**config.mk**
```make
export PLATFORM = sky130hd
export DESIGN_NAME = seq_normalizer
export DESIGN_NICKNAME = d
export VERILOG_FILES = /design/src/rtl/normalizer_pkg.sv /design/src/rtl/seq_normalizer.sv
export SDC_FILE = /design/constraint.sdc
export NUM_CORES = 1
export LEC_CHECK = 0
export BUFFER_PORTS_ARGS = -buffer_cell sky130_fd_sc_hd__buf_4
export CAP_MARGIN = 25
export CORE_MARGIN = 1.5
export CORE_UTILIZATION = 57
export DETAILED_ROUTE_END_ITERATION = 10
export PLACE_DENSITY = 0.83
export SLEW_MARGIN = 20
export SYNTH_ARGS = -nofsm -noshare
export SYNTH_HDL_FRONTEND = slang
export SYNTH_SLANG_ARGS = --single-unit
```
**constraint.sdc**
```tcl
create_clock -name clk -period 4.2 [get_ports clk]
set_clock_uncertainty 0.05 [all_clocks]
set_input_delay 0.63 -clock clk [delete_from_list [all_inputs] [get_ports clk]]
set_output_delay 0.63 -clock clk [all_outputs]
set_load 0.05 [all_outputs]
```
**src/rtl/normalizer_pkg.sv**
```systemverilog
// Shared definitions for the sequential normalizer: FSM state encoding.
package normalizer_pkg;

  typedef enum logic [1:0] {
    IDLE  = 2'd0,
    SHIFT = 2'd1,
    DONE  = 2'd2
  } norm_state_e;

endpackage

```
**src/rtl/seq_normalizer.sv**
```systemverilog
// Iterative normalizer: shifts an operand one bit per cycle toward MSB or LSB
// until the target bit is set, reporting the shift count and an all-zero flag.
module seq_normalizer
  import normalizer_pkg::*;
#(
  parameter  int N  = 8,
  localparam int SW = $clog2(N)
) (
  input  logic          clk,
  input  logic          rst,
  input  logic          in_valid,
  output logic          in_ready,
  input  logic [N-1:0]  data_in,
  input  logic          direction,
  output logic          out_valid,
  input  logic          out_ready,
  output logic [N-1:0]  data_out,
  output logic [SW-1:0] shift_amount,
  output logic          zero
);

  norm_state_e   state_reg, state_next;
  logic [N-1:0]  work_reg, work_next;
  logic          dir_reg, dir_next;
  logic [SW-1:0] count_reg, count_next;
  logic [N-1:0]  data_out_reg, data_out_next;
  logic [SW-1:0] shift_reg, shift_next;
  logic          zero_reg, zero_next;
  logic          in_ready_reg, out_valid_reg;
  logic          target_bit;

  assign target_bit = dir_reg ? work_reg[0] : work_reg[N-1];

  always_comb begin
    state_next    = state_reg;
    work_next     = work_reg;
    dir_next      = dir_reg;
    count_next    = count_reg;
    data_out_next = data_out_reg;
    shift_next    = shift_reg;
    zero_next     = zero_reg;
    unique case (state_reg)
      IDLE: begin
        if (in_valid) begin
          work_next  = data_in;
          dir_next   = direction;
          count_next = '0;
          state_next = SHIFT;
        end
      end
      SHIFT: begin
        if (work_reg == '0) begin
          data_out_next = '0;
          shift_next    = '0;
          zero_next     = 1'b1;
          state_next    = DONE;
        end else if (target_bit) begin
          data_out_next = work_reg;
          shift_next    = count_reg;
          zero_next     = 1'b0;
          state_next    = DONE;
        end else begin
          // A nonzero operand reaches its target bit within N-1 shifts,
          // so the counter cannot overflow here.
          work_next  = dir_reg ? {1'b0, work_reg[N-1:1]} : {work_reg[N-2:0], 1'b0};
          count_next = count_reg + SW'(1);
        end
      end
      DONE: begin
        if (out_ready) state_next = IDLE;
      end
      default: state_next = IDLE;
    endcase
  end

  always_ff @(posedge clk) begin
    if (rst) begin
      state_reg     <= IDLE;
      work_reg      <= '0;
      dir_reg       <= 1'b0;
      count_reg     <= '0;
      data_out_reg  <= '0;
      shift_reg     <= '0;
      zero_reg      <= 1'b0;
      in_ready_reg  <= 1'b1;
      out_valid_reg <= 1'b0;
    end else begin
      state_reg     <= state_next;
      work_reg      <= work_next;
      dir_reg       <= dir_next;
      count_reg     <= count_next;
      data_out_reg  <= data_out_next;
      shift_reg     <= shift_next;
      zero_reg      <= zero_next;
      // Handshake flags registered alongside the state so outputs come straight from flops
      in_ready_reg  <= (state_next == IDLE);
      out_valid_reg <= (state_next == DONE);
    end
  end

  assign in_ready     = in_ready_reg;
  assign out_valid    = out_valid_reg;
  assign data_out     = data_out_reg;
  assign shift_amount = shift_reg;
  assign zero         = zero_reg;

endmodule

```
==> metrics list, run 1 <==
- The run finished with clean final reports.
- Number of CTS-inserted buffers: 3
* CP Buf/Inv Count: 0
- Ratio of total power to cell area: 536 nW/um^2
* Distinct cell type count after synthesis: 33
- Counting flops and latches in the post-synthesis netlist gives 28.
- Synth Area per Inst: 8.94 sq um
* Worst IR Drop VDD: 0.000314 V
* Clk Tree Root Cell: clkbuf_4
* Post-synthesis to final-layout area growth: 14.1%
- Count of cells resized by post-cts repair: 0
* HPWL reported at the end of detailed placement: 1780 um
- Slew at the pin closest to its max-slew limit: 685 ps
* Top cell type's share of synthesized area: 43.5%
- Vias per cell: 5.97
- Hold violation total from the final report: 0
* P_leak: 0.000549 uW
* Total gr overflow: 0
- Final Hold Slack: 433 ps
- Hold-fix buffer count after cts: 0
* # H-tree levels: 1
* Number of global-route vias before repair: 1088
- The tool flagged a number of max-cap violations equal to 0.
- Data arrives at the worst endpoint at 2280 ps.
* Drt pass-1 iters: 4
* Starting DRC count in detailed routing: 22
- The later pin in the worst-skew pair is clocked with a latency of 320 ps.
- CTS clock-pin slew for the worst setup and hold paths: 140 ps
- Total global-route track usage: 24.4%
* Vertical die dimension: 50.5 um
- Setup_tns: 0 ps
- Yosys warning count: 0
* Number of diodes added for antenna fixing: 0
* Most frequent cells in the layout: dfxtp_1 (28), buf_4 (26), a21oi_1 (21)
- Routed len/inst: 14.0 um
* Peak fanout along the critical path: 22
* Required time worst endpoint: 4350 ps
- Broken down by cell family, the worst path's largest delay share belongs to simple AND/OR/NAND/NOR gates.
- Cell chain of the critical path: and2b_1 > nand4_2 > nand3_1 > o21ai_0
* Synth Net Count: 158
- Pin count of the biggest net entering global routing: 26
* Max Slew Vio Count: 0
- Worst Setup Slack, final: 2070 ps
* Achievable clock frequency: 470 MHz
* Worst hold path stage count: 2
* Antenna violation net count after detailed routing: 0
- Dividing the final minimum period by the clock period gives 50.6%.
* DIE WIDTH: 50.5 um
- Slowest library cell on the worst path: and2b_1
- IO buf count: 26
- Of all cell types, the one taking the most synthesized area is dfxtp_1.
- Timing analysis after detailed placement gives a worst setup slack of 2110 ps.
- Post-route minimum period: 2130 ps
* Top-level I/O count: 27
* TritonCTS sink count: 28
- Of the cells placed in the final design, the portion with a size suffix greater than 1 is 21.7%.
- After synthesis, the cell types taking the most area are dfxtp_1 (44%), mux2i_1 (8.6%), a21oi_1 (8.2%), nand2_1 (4.7%), o2111ai_1 (4.1%).
* Syn Std Cell Area: 1290 sq um
* Antenna violations before repair: 0
- Core region area: 2170 sq um
* Start-to-end type of the worst setup path: reg2reg
- Setup violations remaining at the end of the flow were counted as 0.
* Number of remaining DRC errors: 0
* Max stage delay on crit path: 650 ps
- The worst setup path is launched from a flip-flop.
- Critical path capture point type: flip-flop
- Net total in the final layout: 177
- Fill cells in the final layout number 192.
* Vias post-DR: 1128
- Register area share after synthesis: 43.5%
- Leaving out fill and tap cells, the most frequent cell in the layout is dfxtp_1.
- Synthesized instance count: 144
- Number of cells on the critical path: 4
- Relative slew slack: 54.4%
- Once the floorplan was initialized, standard cells occupied 59.3% of the core.
- Setup repair after global routing left no endpoint under its margin.
- Buffers added to address setup during post-CTS repair amount to 0.
- Number of placement rows: 17
- CTS tree: done
* Number of buffers on the longest clock path: 2
* Global-route wire length before repair: 4770 um
* Die Footprint: 2550 sq um
* Hold WC Path Type: reg2reg
- The congestion estimate from routability-driven global placement came to 0.846.
* Count of cells along the worst register-to-register path: 4
- Detailed-route wire length: 2650 um
stage by stage:
stage | utilization [%] | std cells | instance area, sq um | power [uW]
3_5_place_dp | 66.7 | 186 | 1450 | 684
6_report | 67.7 | 189 | 1470 | 788
4_1_cts | 67.7 | 189 | 1470 | 790
5_1_grt | 67.7 | 189 | 1470 | 841
2_1_floorplan | - | 144 | 1290 | 624
3_3_place_gp | 66.7 | 186 | 1450 | 671
power by group:
group | switching (uW) | internal [uW] | leakage (uW)
clock | 73.0 | 33.6 | 0.0000138
sequential | 57.5 | 313 | 0.000228
combinational | 196 | 115 | 0.000307
total | 326 | 462 | 0.000549
metal layers:
metal / global-route usage, % / part of all wire (%) / up-vias
met5: 0 / 0 / -
met4: 11.3 / 1.5 / 0
met3: 3.27 / 7.0 / 4
met2: 40.8 / 47 / 41
met1: 31.2 / 44 / 528
li1: - / - / 555
synthesized netlist by cell type (all sizes together):
master	n
nand2b	2
nor4	1
inv	1
and2b	2
ha	1
a31oi	1
nand2	16
o21ai	7
o31ai	1
o2111ai	6
clkbuf	4
nor3	4
or2	1
nor2	5
or3	1
nand4	2
a21oi	22
dfxtp	28
nor2b	2
mux2i	12
or4	1
a21o	1
nand3	9
and4	1
a211oi	2
buf	8
nor3b	1
and2	2
worst register-to-register path, delay by kind of cell, from the launching register on:
family | cells | cell delay [ps]
AND/OR/NAND/NOR | 3 | 1480
AO/OA/AOI/OAI | 1 | 120
flip-flops | 1 | 360
kinds of logic (layout without fill, tap and decap cells):
kind of cell,after synthesis,after routing,share of synthesized area (%)
multiplexers,12,12,10.3
buffers and inverters,13,30,5.83
AO/OA/AOI/OAI,40,40,18.5
flip-flops,28,28,43.5
adder cells (fa/ha/maj),1,1,0.972
AND/OR/NAND/NOR,50,50,20.9
final cells by class:
type | instances | area, sq um | area share (%)
tap | 28 | 35.0 | 2.39
sequential | 28 | 561 | 38.2
inverter | 1 | 3.75 | 0.256
timing repair buffer | 26 | 195 | 13.3
clock buffer | 3 | 22.5 | 1.53
multi-input combinational | 103 | 652 | 44.4
worst paths after layout:
| kind | start | end | slack (ps) |
|---|---|---|---|
| min reg2reg | data_out[2] | data_out[2] | 430 |
| min | data_out[2] | data_out[2] | 430 |
| max | state_reg[1] | in_ready | 2070 |
| max reg2reg | state_reg[1] | in_ready | 2070 |
No activity file was read; power rests on OpenSTA's default activity.
==> inputs of run 2 (changes only) <==
Settings changed: CORE_UTILIZATION 57 to 47, PLACE_DENSITY 0.83 to 0.73.
Clock period 4.2 ns to 1.8 ns, I/O delays scaled along.
==> run 2 against run 1 <==
Net effect: combinational power increased to 2.6 times the previous value; clock power increased to 3.0 times the previous value; first-iteration DRC count increased by 18%; register-to-register slack worse by 2000 ps; via count is 0.71% lower; power grew to 2.5 times the previous value; hold slack got worse by 320 ps; sequential share of layout area decreased by 1.9 points; critical path type unchanged.
==> metrics list, run 2 (synthesis results as in run 1) <==
- The die extent in x was 55.3 um (+9.5%).
- The count of standard-cell rows is 18 (+1).
- Required time worst endpoint: 2030 ps (-2320 ps)
- Sequential cell fraction of total power: 42.7% (-4.3 points)
* Number of buffers on the longest clock path: 2 (unchanged)
- The run finished with clean final reports.
- Core region area: 2540 sq um (+17%)
- Max stage delay on crit path: 410 ps (-240 ps)
* Final Hold Slack: 113 ps (-319 ps)
- Antenna violations before repair: 0 (unchanged)
- Worst IR Drop VDD: 0.000737 V (+130%)
* Share of layout cells above drive strength 1: 26.5% (+4.7 points)
- The worst relative slew slack is 69.5% (+15 points).
* Max Slew Vio Count: 0 (unchanged)
- HPWL reported at the end of detailed placement: 1960 um (+10%)
* Total global-route track usage: 19.2% (-5.2 points)
- The via density per instance was 5.60 (-6.2%).
* Die Footprint: 3060 sq um (+20%)
- Max-capacitance violation count: 0 (unchanged)
* CTS tree: done
- The via count of the first global-routing pass is 1067 (-1.9%).
- Tcrit/Tclk final: 94.1% (+44 points)
- The peak fanout along the critical path was 9 (-59%).
* # fillers: 224 (+17%)
* Vias post-DR: 1120 (-0.71%)
- The insertion delay of the later-clocked pin in the worst-skew pair came to 330 ps (about the same).
- The y dimension of the die came to 55.3 um (+9.5%).
- STA classifies the critical path startpoint as a flip-flop.
- On the critical path, the stage with the largest delay is an instance of dfxtp_1.
- The setup fix buffers added after clock tree synthesis came to 0 (unchanged).
- The pin count of the biggest net entering global routing came to 26 (unchanged).
- The I/O pin total is 27 (unchanged).
- Relative to the synthesized area, the layout overhead comes to 20.1%.
- Total gr overflow: 0 (unchanged)
- Global-route wire length before repair: 4840 um (+1.6%)
- The length in cells of the worst reg-to-reg path came to 5 (+1).
* Switch share: 40.6% (-0.85 points)
- Drt pass-1 iters: 4 (unchanged)
* Number of diodes added for antenna fixing: 0 (unchanged)
* Starting density of the core: 50.6% (-8.8 points)
- The number of nets still failing antenna checks after routing came to 0 (unchanged).
- The minimum clock period after layout is 1690 ps (-431 ps).
- Start-to-end type of the worst setup path: reg2reg
- Share of power burned in combinational logic: 41.3% (+1.8 points)
- Slew at the pin closest to its max-slew limit: 458 ps (-227 ps)
* Worst hold path stage count: 3 (+1)
- The number of clock sinks was 28 (unchanged).
* Starting DRC count in detailed routing: 26 (+18%)
- P_leak: 0.000595 uW (+8.3%)
* Internal portion of total power: 1180 uW (+160%)
- WP data arrival: 1920 ps (-360 ps)
- Setup_tns: 0 ps (unchanged)
* Clk Tree Root Cell: clkbuf_4
* Net total in the final layout: 185 (+4.5%)
- Critical path capture point type: flip-flop
- Hold violation total from the final report: 0 (unchanged)
- The maximum clock rate came to 590 MHz (+25%).
- The number of setup violations in the final report was 0 (unchanged).
* Ratio of total power to cell area: 1280 nW/um^2 (+140%)
- CP Buf/Inv Count: 1 (+1)
* Routed len/inst: 14.4 um (+2.6%)
* Sw Pwr: 805 uW (+150%)
- IO buf count: 26 (unchanged)
- CTS clock-pin slew for the worst setup and hold paths: 160 ps (+20 ps)
* Cell chain of the critical path: nor4_2 > and4_2 > buf_4 > o21ai_0 > a21oi_1
- The number of buffers created by CTS is 3 (unchanged).
- Number of cells on the critical path: 5 (+1)
* # H-tree levels: 1 (unchanged)
* Most common library cell in the layout ignoring fill and taps: buf_4
* Number of remaining DRC errors: 0 (unchanged)
- Setup repair after global routing missed its margin: no
- The cell family contributing the most delay on the critical path is simple AND/OR/NAND/NOR gates.
* Part of the power in the clock network: 16.0% (+2.5 points)
- The tightest min-delay check is of the in2reg type.
- Most frequent cells in the layout: buf_4 (34), dfxtp_1 (28), a21oi_1 (21)
- Routability congestion estimate: 0.835 (-1.3%)
- The total wirelength of the detailed-routed design was 2880 um (+8.6%).
==> run 2: changes by cell type in the layout (fill, tap and decap cells not counted) <==
cell,before,now
clkbuf_8,0,1
and4_1,1,0
and4_2,0,1
buf_4,26,34
==> run 2: power by group through the flow <==
stage / Sequential (uW) / Clock, uW / Combinational, uW
3_3_place_gp: 857 / 0 / 795
5_1_grt: 864 / 345 / 886
6_report: 846 / 318 / 819
3_5_place_dp: 858 / 0 / 812
4_1_cts: 845 / 317 / 817
2_1_floorplan: 933 / 0 / 522
==> run 2: timing repair <==
item | CTS | global route
resized for setup | 0 | 1
hold buffers | 0 | 0
setup endpoints to repair | 0 | 2
==> run 2: final cells by class <==
class	count	area [sq um]	area share, %
Inverter	1	3.75	0.243
Tap cell	30	37.5	2.43
Multi-Input combinational cell	103	653	42.2
Sequential cell	28	561	36.2
Timing Repair Buffer	34	255	16.5
Clock buffer	4	36.3	2.35
==> run 2: through the flow <==
step                setup slack [ps]  area [sq um]  instances  util, %  power (uW)
finish                           106          1550        200     60.8        1980
detailed placement               144          1510        196     59.3        1670
floorplan                        305          1290        144        -        1460
global route                    32.7          1550        200     60.8        2090
CTS                              105          1550        200     60.7        1980
global placement                 222          1510        196     59.3        1650
==> run 2: worst min-delay path, stage by stage <==
cell and delay (ps):
buf_4 70, mux2i_1 50, nor2_1 70
==> run 2: final timing paths <==
check	startpoint	slack [ps]	endpoint
setup reg to reg	work_reg[7]	110	data_out[5]
hold reg to reg	data_out[4]	430	data_out[4]
hold / removal	direction	110	dir_reg
setup / recovery	work_reg[7]	110	data_out[5]
==> run 2: metal layers <==
metal | up-vias | GRT usage [%] | share of wire [%]
li1 | 572 | - | -
met1 | 505 | 26.7 | 49
met2 | 41 | 30.6 | 43
met3 | 2 | 3.04 | 7.1
met4 | 0 | 5.92 | 0.31
met5 | - | 0 | 0
==> inputs of run 3 (changes only) <==
Settings changed: REMOVE_ABC_BUFFERS set to 1.
==> run 3 against run 2 <==
Net effect: first-iteration DRC count down 27%; via count up 4.2%; worst setup slack better by 67 ps; fmax up 4.1%; combinational power up 5.1%; count of clock-buffer cells in the layout down 1.
==> metrics list, run 3 (synthesis results as in run 1) <==
* Relative slew slack: 70.9% (+1.4 points)
- The number of clock sinks came to 28 (unchanged).
- Vias per cell: 5.81 (+3.7%)
* Count of cells along the worst register-to-register path: 4 (-1)
- Share of layout cells above drive strength 1: 26.9% (+0.43 points)
- The post-cts repair resize count is 0 (unchanged).
- The startpoint identified for the worst register-to-register timing path is state_reg[1].
* Most frequent cells in the layout: buf_4 (35), dfxtp_1 (28), a21oi_1 (21)
- The setup total negative slack is 0 ps (unchanged).
- The ratio of total power to cell area is 1350 nW/um^2 (+5.3%).
* Routed len/inst: 14.9 um (+3.7%)
- # H-tree levels: 1 (unchanged)
- Starting DRC count in detailed routing: 19 (-27%)
* Die Footprint: 3060 sq um (unchanged)
* Number of remaining DRC errors: 0 (unchanged)
- The number of antenna violations at the first check in global routing came to 0 (unchanged).
- Peak fanout along the critical path: 13 (+4)
- The total number of vias came to 1167 (+4.2%).
- Startpoint type of the worst setup path: flip-flop
* Final setup violation count: 0 (unchanged)
- The slew at the pin with the worst max-slew slack came to 437 ps (-20.7 ps).
- The arrival time at the worst endpoint was 1860 ps (-60 ps).
- The wire length of the first global-routing pass was 5040 um (+4.1%).
* Clock latency at the later pin of the worst-skew pair: 330 ps (about the same)
- The required arrival time at the worst endpoint was 2030 ps (about the same).
- The max-cap check violation count came to 0 (unchanged).
- CTS clock-pin slew for the worst setup and hold paths: 150 ps (about the same)
- The first-pass iteration count of the detailed router was 4 (unchanged).
- The total grt overflow came to 0 (unchanged).
- The multi-input logic area came to 653 sq um (unchanged).
- Number of CTS-inserted buffers: 3 (unchanged)
- Routability congestion estimate: 0.855 (+2.4%)
- Worst Min Path Start: direction
- The maximum count of clock buffers along a single path was 2 (unchanged).
- The total power was 2120 uW (+6.9%).
- P_leak: 0.000608 uW (+2.2%)
- The via count of the first global-routing pass is 1095 (+2.6%).
- The library cell used most frequently in the layout, excluding fill and tap cells, is buf_4.
- The count of pins over their slew limit was 0 (unchanged).
- The starting utilization of the core area was 50.6% (unchanged).
- Compared with the post-synthesis result, the final layout area differs by 22.0%.
- # fillers: 231 (+3.1%)
- Worst hold path stage count: 3 (unchanged)
- STA classifies the critical path endpoint as a flip-flop.
- Achievable clock frequency: 615 MHz (+4.1%)
- Antenna violation net count after detailed routing: 0 (unchanged)
- Clock tree synthesis selected as its root buffer the cell clkbuf_4.
- The worst setup path is of the reg2reg kind.
* Number of placement rows: 18 (unchanged)
- Worst IR Drop VDD: 0.00123 V (+67%)
- Post-route minimum period: 1630 ps (-67.5 ps)
- Vertical die dimension: 55.3 um (unchanged)
- Detailed-route wire length: 3000 um (+4.2%)
- Number of diodes added for antenna fixing: 0 (unchanged)
- The register-to-register path setup slack is 170 ps (+70 ps).
* Setup repair after global routing missed its margin: no
- HPWL reported at the end of detailed placement: 2120 um (+8.3%)
- Pin count of the biggest net entering global routing: 26 (unchanged)
* Hold WC Path Type: in2reg
- The number of hold-repair buffers added at the cts stage is 0 (unchanged).
- The I/O pin total is 27 (unchanged).
* CTS tree: done
- Total area of sequential cells: 561 sq um (unchanged)
* Net total in the final layout: 186 (+0.54%)
- DIE WIDTH: 55.3 um (unchanged)
- WHS Endpoint: dir_reg
- The count of input and output buffers was 26 (unchanged).
- Reg-to-reg endpoint: count_reg[2]
* Hold violation total from the final report: 0 (unchanged)
- The setup fix buffers added after clock tree synthesis is 0 (unchanged).
* Total global-route track usage: 20.1% (+0.85 points)
- The fraction of the cycle the final worst path needs was 90.4% (-3.7 points).
- Core region area: 2540 sq um (unchanged)
* Run status: finished, final reports clean
## run 3: cell count changes in the layout (fill, tap and decap cells not counted), sizes merged
cell,delta
clkbuf,-1
bufinv,+1
buf,+1
## run 3: per-stage QoR
step	hold slack, ps	util (%)	setup slack [ps]	cell area (sq um)	instances
detailed placement	409	59.6	165	1520	197
global route	133	61.7	42.2	1570	201
CTS	118	61.7	111	1570	201
global placement	404	59.6	232	1520	197
finish	110	61.7	173	1570	201
floorplan	289	-	2.53	1220	132
## run 3: how the worst max path moves through the flow
stage	from	to	slack (ps)	cells past startpoint
2_1_floorplan	state_reg[1]	count_reg[2]	3	4
3_3_place_gp	state_reg[1]	count_reg[2]	230	4
3_5_place_dp	work_reg[1]	work_reg[7]	170	4
4_1_cts	work_reg[1]	work_reg[7]	110	4
5_1_grt	dir_reg	in_ready	40	4
6_report	state_reg[1]	count_reg[2]	170	4
## run 3: critical path, stage by stage (launching register included)
cell,delay (ps)
dfxtp_1,400
and2b_1,270
and4_2,290
or4_1,410
a21oi_1,150
## run 3: report_power, final
group          switching [uW]  total (uW)  internal, uW
Combinational             521         861           340
Clock                     193         418           225
Sequential                111         842           730
Total                     825        2120          1300
## run 3: per-layer routing
metal,track usage [%],part of all wire [%],up-vias
met5,0,0,-
met4,8.71,0.83,0
met3,3.51,3.4,4
met2,32.8,50,29
met1,25.8,46,561
li1,-,-,573
## run 3: cell type report
class,instances,area share (%)
clock inverter,1,1.91
clock buffer,3,1.43
multi-input combinational,103,41.6
tap,30,2.39
inverter,1,0.239
sequential,28,35.7
timing repair buffer,35,16.7
